==> src/rtl/pipeline_stage_buffer_if.sv <==
// Handshake bundle between two CPU pipeline stages: upstream valid/ready/payload,
// downstream valid/ready/payload, flush and occupancy status.
interface pipeline_stage_buffer_if #(
  parameter int DATA_W = 32,
  parameter int CTRL_W = 8
);
  logic              flush;
  logic              in_valid;
  logic              in_ready;
  logic [DATA_W-1:0] in_data;
  logic [CTRL_W-1:0] in_ctrl;
  logic              out_valid;
  logic              out_ready;
  logic [DATA_W-1:0] out_data;
  logic [CTRL_W-1:0] out_ctrl;
  logic [1:0]        occupancy;

  // Environment side: feeds the upstream entry and the downstream ready.
  modport master (
    output flush, in_valid, in_data, in_ctrl, out_ready,
    input  in_ready, out_valid, out_data, out_ctrl, occupancy
  );

  // Buffer side.
  modport slave (
    input  flush, in_valid, in_data, in_ctrl, out_ready,
    output in_ready, out_valid, out_data, out_ctrl, occupancy
  );
endinterface

==> src/rtl/pipeline_stage_buffer.sv <==
// Pipeline barrier with a 2-entry skid buffer: registered in_ready, strict FIFO order,
// flush, and zeroed control on bubbles so RegWrite/MemToReg never fire on empty slots.
module pipeline_stage_buffer #(
  parameter int DATA_W    = 32,
  parameter int CTRL_W    = 8,
  parameter bit ZERO_CTRL = 1'b1
) (
  input logic                   clk,
  input logic                   reset,
  pipeline_stage_buffer_if.slave bus
);

  typedef enum logic [1:0] {
    EMPTY = 2'd0,
    ONE   = 2'd1,
    FULL  = 2'd2
  } state_t;

  state_t            state;
  state_t            stateNext;
  logic [DATA_W-1:0] mainData;
  logic [DATA_W-1:0] skidData;
  logic [CTRL_W-1:0] mainCtrl;
  logic [CTRL_W-1:0] skidCtrl;
  logic              mainValid;
  logic              skidValid;
  logic              inFire;
  logic              outFire;
  logic              loadMainIn;
  logic              loadMainSkid;
  logic              loadSkid;

  // Valid bits are decoded from the state, so skid can never be valid without main.
  assign mainValid = (state != EMPTY);
  assign skidValid = (state == FULL);

  assign bus.in_ready  = ~skidValid;
  assign inFire        = bus.in_valid & ~skidValid;
  assign outFire       = mainValid & bus.out_ready;

  assign bus.out_valid = mainValid;
  assign bus.out_data  = mainData;
  assign bus.out_ctrl  = (ZERO_CTRL && !mainValid) ? '0 : mainCtrl;
  assign bus.occupancy = {1'b0, mainValid} + {1'b0, skidValid};

  always_comb begin
    stateNext    = state;
    loadMainIn   = 1'b0;
    loadMainSkid = 1'b0;
    loadSkid     = 1'b0;
    if (bus.flush) begin
      stateNext = EMPTY;
    end else begin
      case (state)
        EMPTY: begin
          if (inFire) begin
            loadMainIn = 1'b1;
            stateNext  = ONE;
          end
        end
        ONE: begin
          case ({inFire, outFire})
            2'b11: loadMainIn = 1'b1;
            2'b10: begin
              loadSkid  = 1'b1;
              stateNext = FULL;
            end
            2'b01: stateNext = EMPTY;
            default: stateNext = ONE;
          endcase
        end
        FULL: begin
          if (outFire) begin
            loadMainSkid = 1'b1;
            stateNext    = ONE;
          end
        end
        default: stateNext = EMPTY;
      endcase
    end
  end

  always_ff @(posedge clk) begin
    if (reset) begin
      state <= EMPTY;
    end else begin
      state <= stateNext;
    end
  end

  // Payload registers: cleared on reset so out_data/out_ctrl read 0 afterwards.
  always_ff @(posedge clk) begin
    if (reset) begin
      mainData <= '0;
      mainCtrl <= '0;
      skidData <= '0;
      skidCtrl <= '0;
    end else begin
      if (loadMainIn) begin
        mainData <= bus.in_data;
        mainCtrl <= bus.in_ctrl;
      end else if (loadMainSkid) begin
        mainData <= skidData;
        mainCtrl <= skidCtrl;
      end
      if (loadSkid) begin
        skidData <= bus.in_data;
        skidCtrl <= bus.in_ctrl;
      end
    end
  end

endmodule

==> src/flat_wrapper.sv <==
// flat-port wrapper written by rule: the top's interface ports become plain ports
module pipeline_stage_buffer_flat 
#(
  parameter int DATA_W    = 32,
  parameter int CTRL_W    = 8,
  parameter bit ZERO_CTRL = 1'b1
)
  (clk, reset, bus_flush, bus_in_valid, bus_in_data, bus_in_ctrl, bus_out_ready, bus_in_ready, bus_out_valid, bus_out_data, bus_out_ctrl, bus_occupancy);
  pipeline_stage_buffer_if #(.DATA_W(DATA_W), .CTRL_W(CTRL_W)) bus_i ();
  input logic clk;
  input logic reset;
  input wire logic [$bits(bus_i.flush)-1:0] bus_flush;
  input wire logic [$bits(bus_i.in_valid)-1:0] bus_in_valid;
  input wire logic [$bits(bus_i.in_data)-1:0] bus_in_data;
  input wire logic [$bits(bus_i.in_ctrl)-1:0] bus_in_ctrl;
  input wire logic [$bits(bus_i.out_ready)-1:0] bus_out_ready;
  output wire logic [$bits(bus_i.in_ready)-1:0] bus_in_ready;
  output wire logic [$bits(bus_i.out_valid)-1:0] bus_out_valid;
  output wire logic [$bits(bus_i.out_data)-1:0] bus_out_data;
  output wire logic [$bits(bus_i.out_ctrl)-1:0] bus_out_ctrl;
  output wire logic [$bits(bus_i.occupancy)-1:0] bus_occupancy;
  assign bus_i.flush = bus_flush;
  assign bus_i.in_valid = bus_in_valid;
  assign bus_i.in_data = bus_in_data;
  assign bus_i.in_ctrl = bus_in_ctrl;
  assign bus_i.out_ready = bus_out_ready;
  assign bus_in_ready = bus_i.in_ready;
  assign bus_out_valid = bus_i.out_valid;
  assign bus_out_data = bus_i.out_data;
  assign bus_out_ctrl = bus_i.out_ctrl;
  assign bus_occupancy = bus_i.occupancy;
  pipeline_stage_buffer #(.DATA_W(DATA_W), .CTRL_W(CTRL_W), .ZERO_CTRL(ZERO_CTRL)) u_core (.clk(clk), .reset(reset), .bus(bus_i));
endmodule
==> config.mk <==
export PLATFORM = sky130hd
export DESIGN_NAME = pipeline_stage_buffer_flat
export DESIGN_NICKNAME = d
export VERILOG_FILES = /design/src/rtl/pipeline_stage_buffer_if.sv /design/src/rtl/pipeline_stage_buffer.sv /design/src/flat_wrapper.sv
export SDC_FILE = /design/constraint.sdc
export NUM_CORES = 1
export LEC_CHECK = 0
export ABC_AREA = 1
export CAP_MARGIN = 20
export CELL_PAD_IN_SITES_DETAIL_PLACEMENT = 1
export CELL_PAD_IN_SITES_GLOBAL_PLACEMENT = 2
export CORE_UTILIZATION = 29
export DETAILED_ROUTE_END_ITERATION = 10
export GPL_ROUTABILITY_DRIVEN = 0
export PLACE_DENSITY_LB_ADDON = 0.1
export REMOVE_ABC_BUFFERS = 1
export SLEW_MARGIN = 20
export SYNTH_ARGS = -nofsm -noshare
export SYNTH_HDL_FRONTEND = slang
export SYNTH_SLANG_ARGS = --single-unit
==> constraint.sdc <==
create_clock -name clk -period 3.4 [get_ports clk]
set_input_delay 0.68 -clock clk [delete_from_list [all_inputs] [get_ports clk]]
set_output_delay 0.68 -clock clk [all_outputs]
set_load 0.005 [all_outputs]
==> results.yml <==
outcome:
  outcome: "complete, no violations"
synthesis:
  synth_edf_count: 0
  syn_area_mm2: 0.00371
  synth_fa_ha_area_frac: 0.0101
  synth_top_area_frac: 0.442
  synth_xor_area_frac: 0
  yosysMostFrequentCell: "nand3_1"
  syn_area_per_cell_um2: 6.92
  synth_common_cells: "nand3_1, nor2_1, dfxtp_1, inv_1, nand2_1"
  synthTopCellsByArea: "dfxtp_1, nand3_1, nor2_1, inv_1, a21oi_1"
  ys_warn_count: 0
  synth_area_leader_cell: "dfxtp_1"
  synth_compound_area_frac: 0.114
  ys.flop_type: "dfxtp_1"
  synth_seq_area_share: 0.442
  ys_types: 17
  async_flop_share: 0
  yosys_register_bits: 82
  synth_mux_area_frac: 0
  syn_inst: 536
  synth_top_family_by_area: "simple AND/OR/NAND/NOR gates"
  synth-simple-area-share: 0.316
min_path:
  hp-class: "flip-flop to flip-flop"
layout:
  area_growth_syn_to_layout_pct: 32.2
  finish.utilization: 0.400
  nFillCells: 1557
  finalNonFillerCells: 770
  n_antenna_cell: 0
  layout-drive-gt1-share: 0.0482
  fin_nets: 648
sta:
  setup_viol: 0
  slew_headroom: 0.394
  rsz0062_at_grt: "false"
  slew_viol_final: 0
  fin_hold_ws_ps: 482
  period_needed_ps: 2710
  worst_pin_slew_ps: 907
  finClkSkew_ps: 4.57
  finalHoldViolations: 0
  fin_ws_ps: 687
  timing.final.crit_share: 0.798
  fmax_mhz: 369
  fin_setup_tns_ps: 0
floorplanning:
  io_pins: 89
  die_w_um: 115
  fp.dieH_um: 115
  start_util: 0.303
  num_rows: 40
  core_area_mm2: 0.0123
  dieArea_mm2: 0.0133
clock_tree:
  path_clk_slew_ps: 60
  cts_setup_buffers: 0
  cts_hold_buf: 0
  clk_latency_ps: 340
  clock_sinks: 82
  cts_resized: 0
  cts_buffers: 9
  cts_buffer_depth: 2
  cts_root_buf: "clkbuf_16"
  cts_tree: "done"
  h-tree-depth: 3
worst_setup_path:
  startpoint: "bus_in_valid"
  cp-start-kind: "primary input"
  r2r_end: "u_core.skidData[15]"
  crit_type: "primary input to flip-flop"
  cp.required_ps: 3630
  crit_end: "u_core.skidData[15]"
  ff2ff_path_depth: 9
  r2r_start: "u_core.state[0]"
  r2r_setup_slack_ps: 1050
  arrival_ps: 2940
  path_max_fanout: 41
  crit_path_end_kind: "flip-flop"
power:
  sequentialPowerShare: 0.468
  leakagePower_uw: 0.00201
  switching_power_uw: 529
  p_comb_frac: 0.116
  p_clk_frac: 0.416
  intPower_uw: 1640
  switching_share: 0.244
  power_density_mw_per_mm2: 442
  peakVddDrop_mv: 0.210
routing:
  wl_per_cell_um: 15.1
  drc: 0
  dr.pass1.iters: 4
  routed_wl_mm: 11.6
  num_vias: 3742
  via_per_inst: 4.86
  drtIter0Drc: 143
  ant_nets: 0
global_routing:
  groute.usage.overall: 0.185
  globalRouteOverflowTotal: 0
  grt_pass1_wl_mm: 19.0
  antenna_found_initial: 0
  grt_max_degree: 43
  grt_pass1_vias: 3834
place:
  portBuffers: 88
  dp.final_hpwl_mm: 6.82
  placed_cells: 757
  dp_worst_setup_slack_ps: 281
flow_run:
  max_cap_violations: 0
power groups by stage:
stage                     clock network, uW  logic [uW]  registers (uW)
final                                   901         252            1010
after global routing                    967         280            1020
after CTS                               928         257            1010
after detailed placement                  0         256            1040
after global placement                    0         254            1030
after floorplan                           0        96.5            1030
area by class of cell:
class                   count  area (um^2)  area share
repair buffers             95          928       0.189
flip-flops and latches     82         1640       0.335
clock buffers              13          260      0.0531
well taps                 168          210      0.0429
multi-input cells         353         1640       0.335
inverters                  59          221      0.0452
state kept, by name (all words and copies together) (netlist names):
| signal | flops |
|---|---|
| u_core.bus.out_data | 32 |
| u_core.skidData | 32 |
| u_core.mainCtrl | 8 |
| u_core.skidCtrl | 8 |
| u_core.state | 2 |
metal layers:
layer / routed length, um / up-vias / global-route usage
met3: 423 / 14 / 0.0332
met5: 0 / - / 0
met4: 180 / 0 / 0.0701
met2: 5390 / 73 / 0.322
li1: - / 1855 / -
met1: 5650 / 1800 / 0.227
worst min-delay path by stage:
stage                       startpoint                      end  slack, ps  cells past startpoint
3_5_place_dp   u_core.bus.out_data[21]  u_core.bus.out_data[21]        480                      2
2_1_floorplan       u_core.mainCtrl[0]       u_core.mainCtrl[0]        460                      2
6_report       u_core.bus.out_data[13]  u_core.bus.out_data[13]        480                      2
3_3_place_gp   u_core.bus.out_data[13]  u_core.bus.out_data[13]        470                      2
4_1_cts        u_core.bus.out_data[21]  u_core.bus.out_data[21]        490                      2
5_1_grt         u_core.bus.out_data[8]   u_core.bus.out_data[8]        500                      2
through the flow:
| stage | total power, uW | cell area [um^2] |
|---|---|---|
| CTS | 2200 | 4900 |
| detailed placement | 1290 | 4640 |
| global placement | 1290 | 4640 |
| global route | 2270 | 4900 |
| floorplan | 1130 | 3500 |
| finish | 2170 | 4900 |
logic make-up after synthesis:
logic type	after synthesis
buffers and inverters	101
flip-flops	82
AND/OR/NAND/NOR	266
AO/OA/AOI/OAI	84
adder cells (fa/ha/maj)	3
worst max-delay path, stage by stage:
cell and delay [ps]:
clkdlybuf4s50_1 480, inv_1 60, nor2_1 150, ha_1 180
nand2_1 110, nor2_4 700, inv_2 40, buf_4 310
nor2_1 150, nor2_1 60
layout by cell type (no fill, tap or decap), drive strengths merged:
master	count
nand3	123
nor2	96
clkdlybuf4s50	87
dfxtp	82
inv	59
nand2	47
o21ai	42
a21oi	41
clkbuf	13
buf	8
ha	3
a21boi	1
Note: power is estimated with default switching activity, not from simulation.
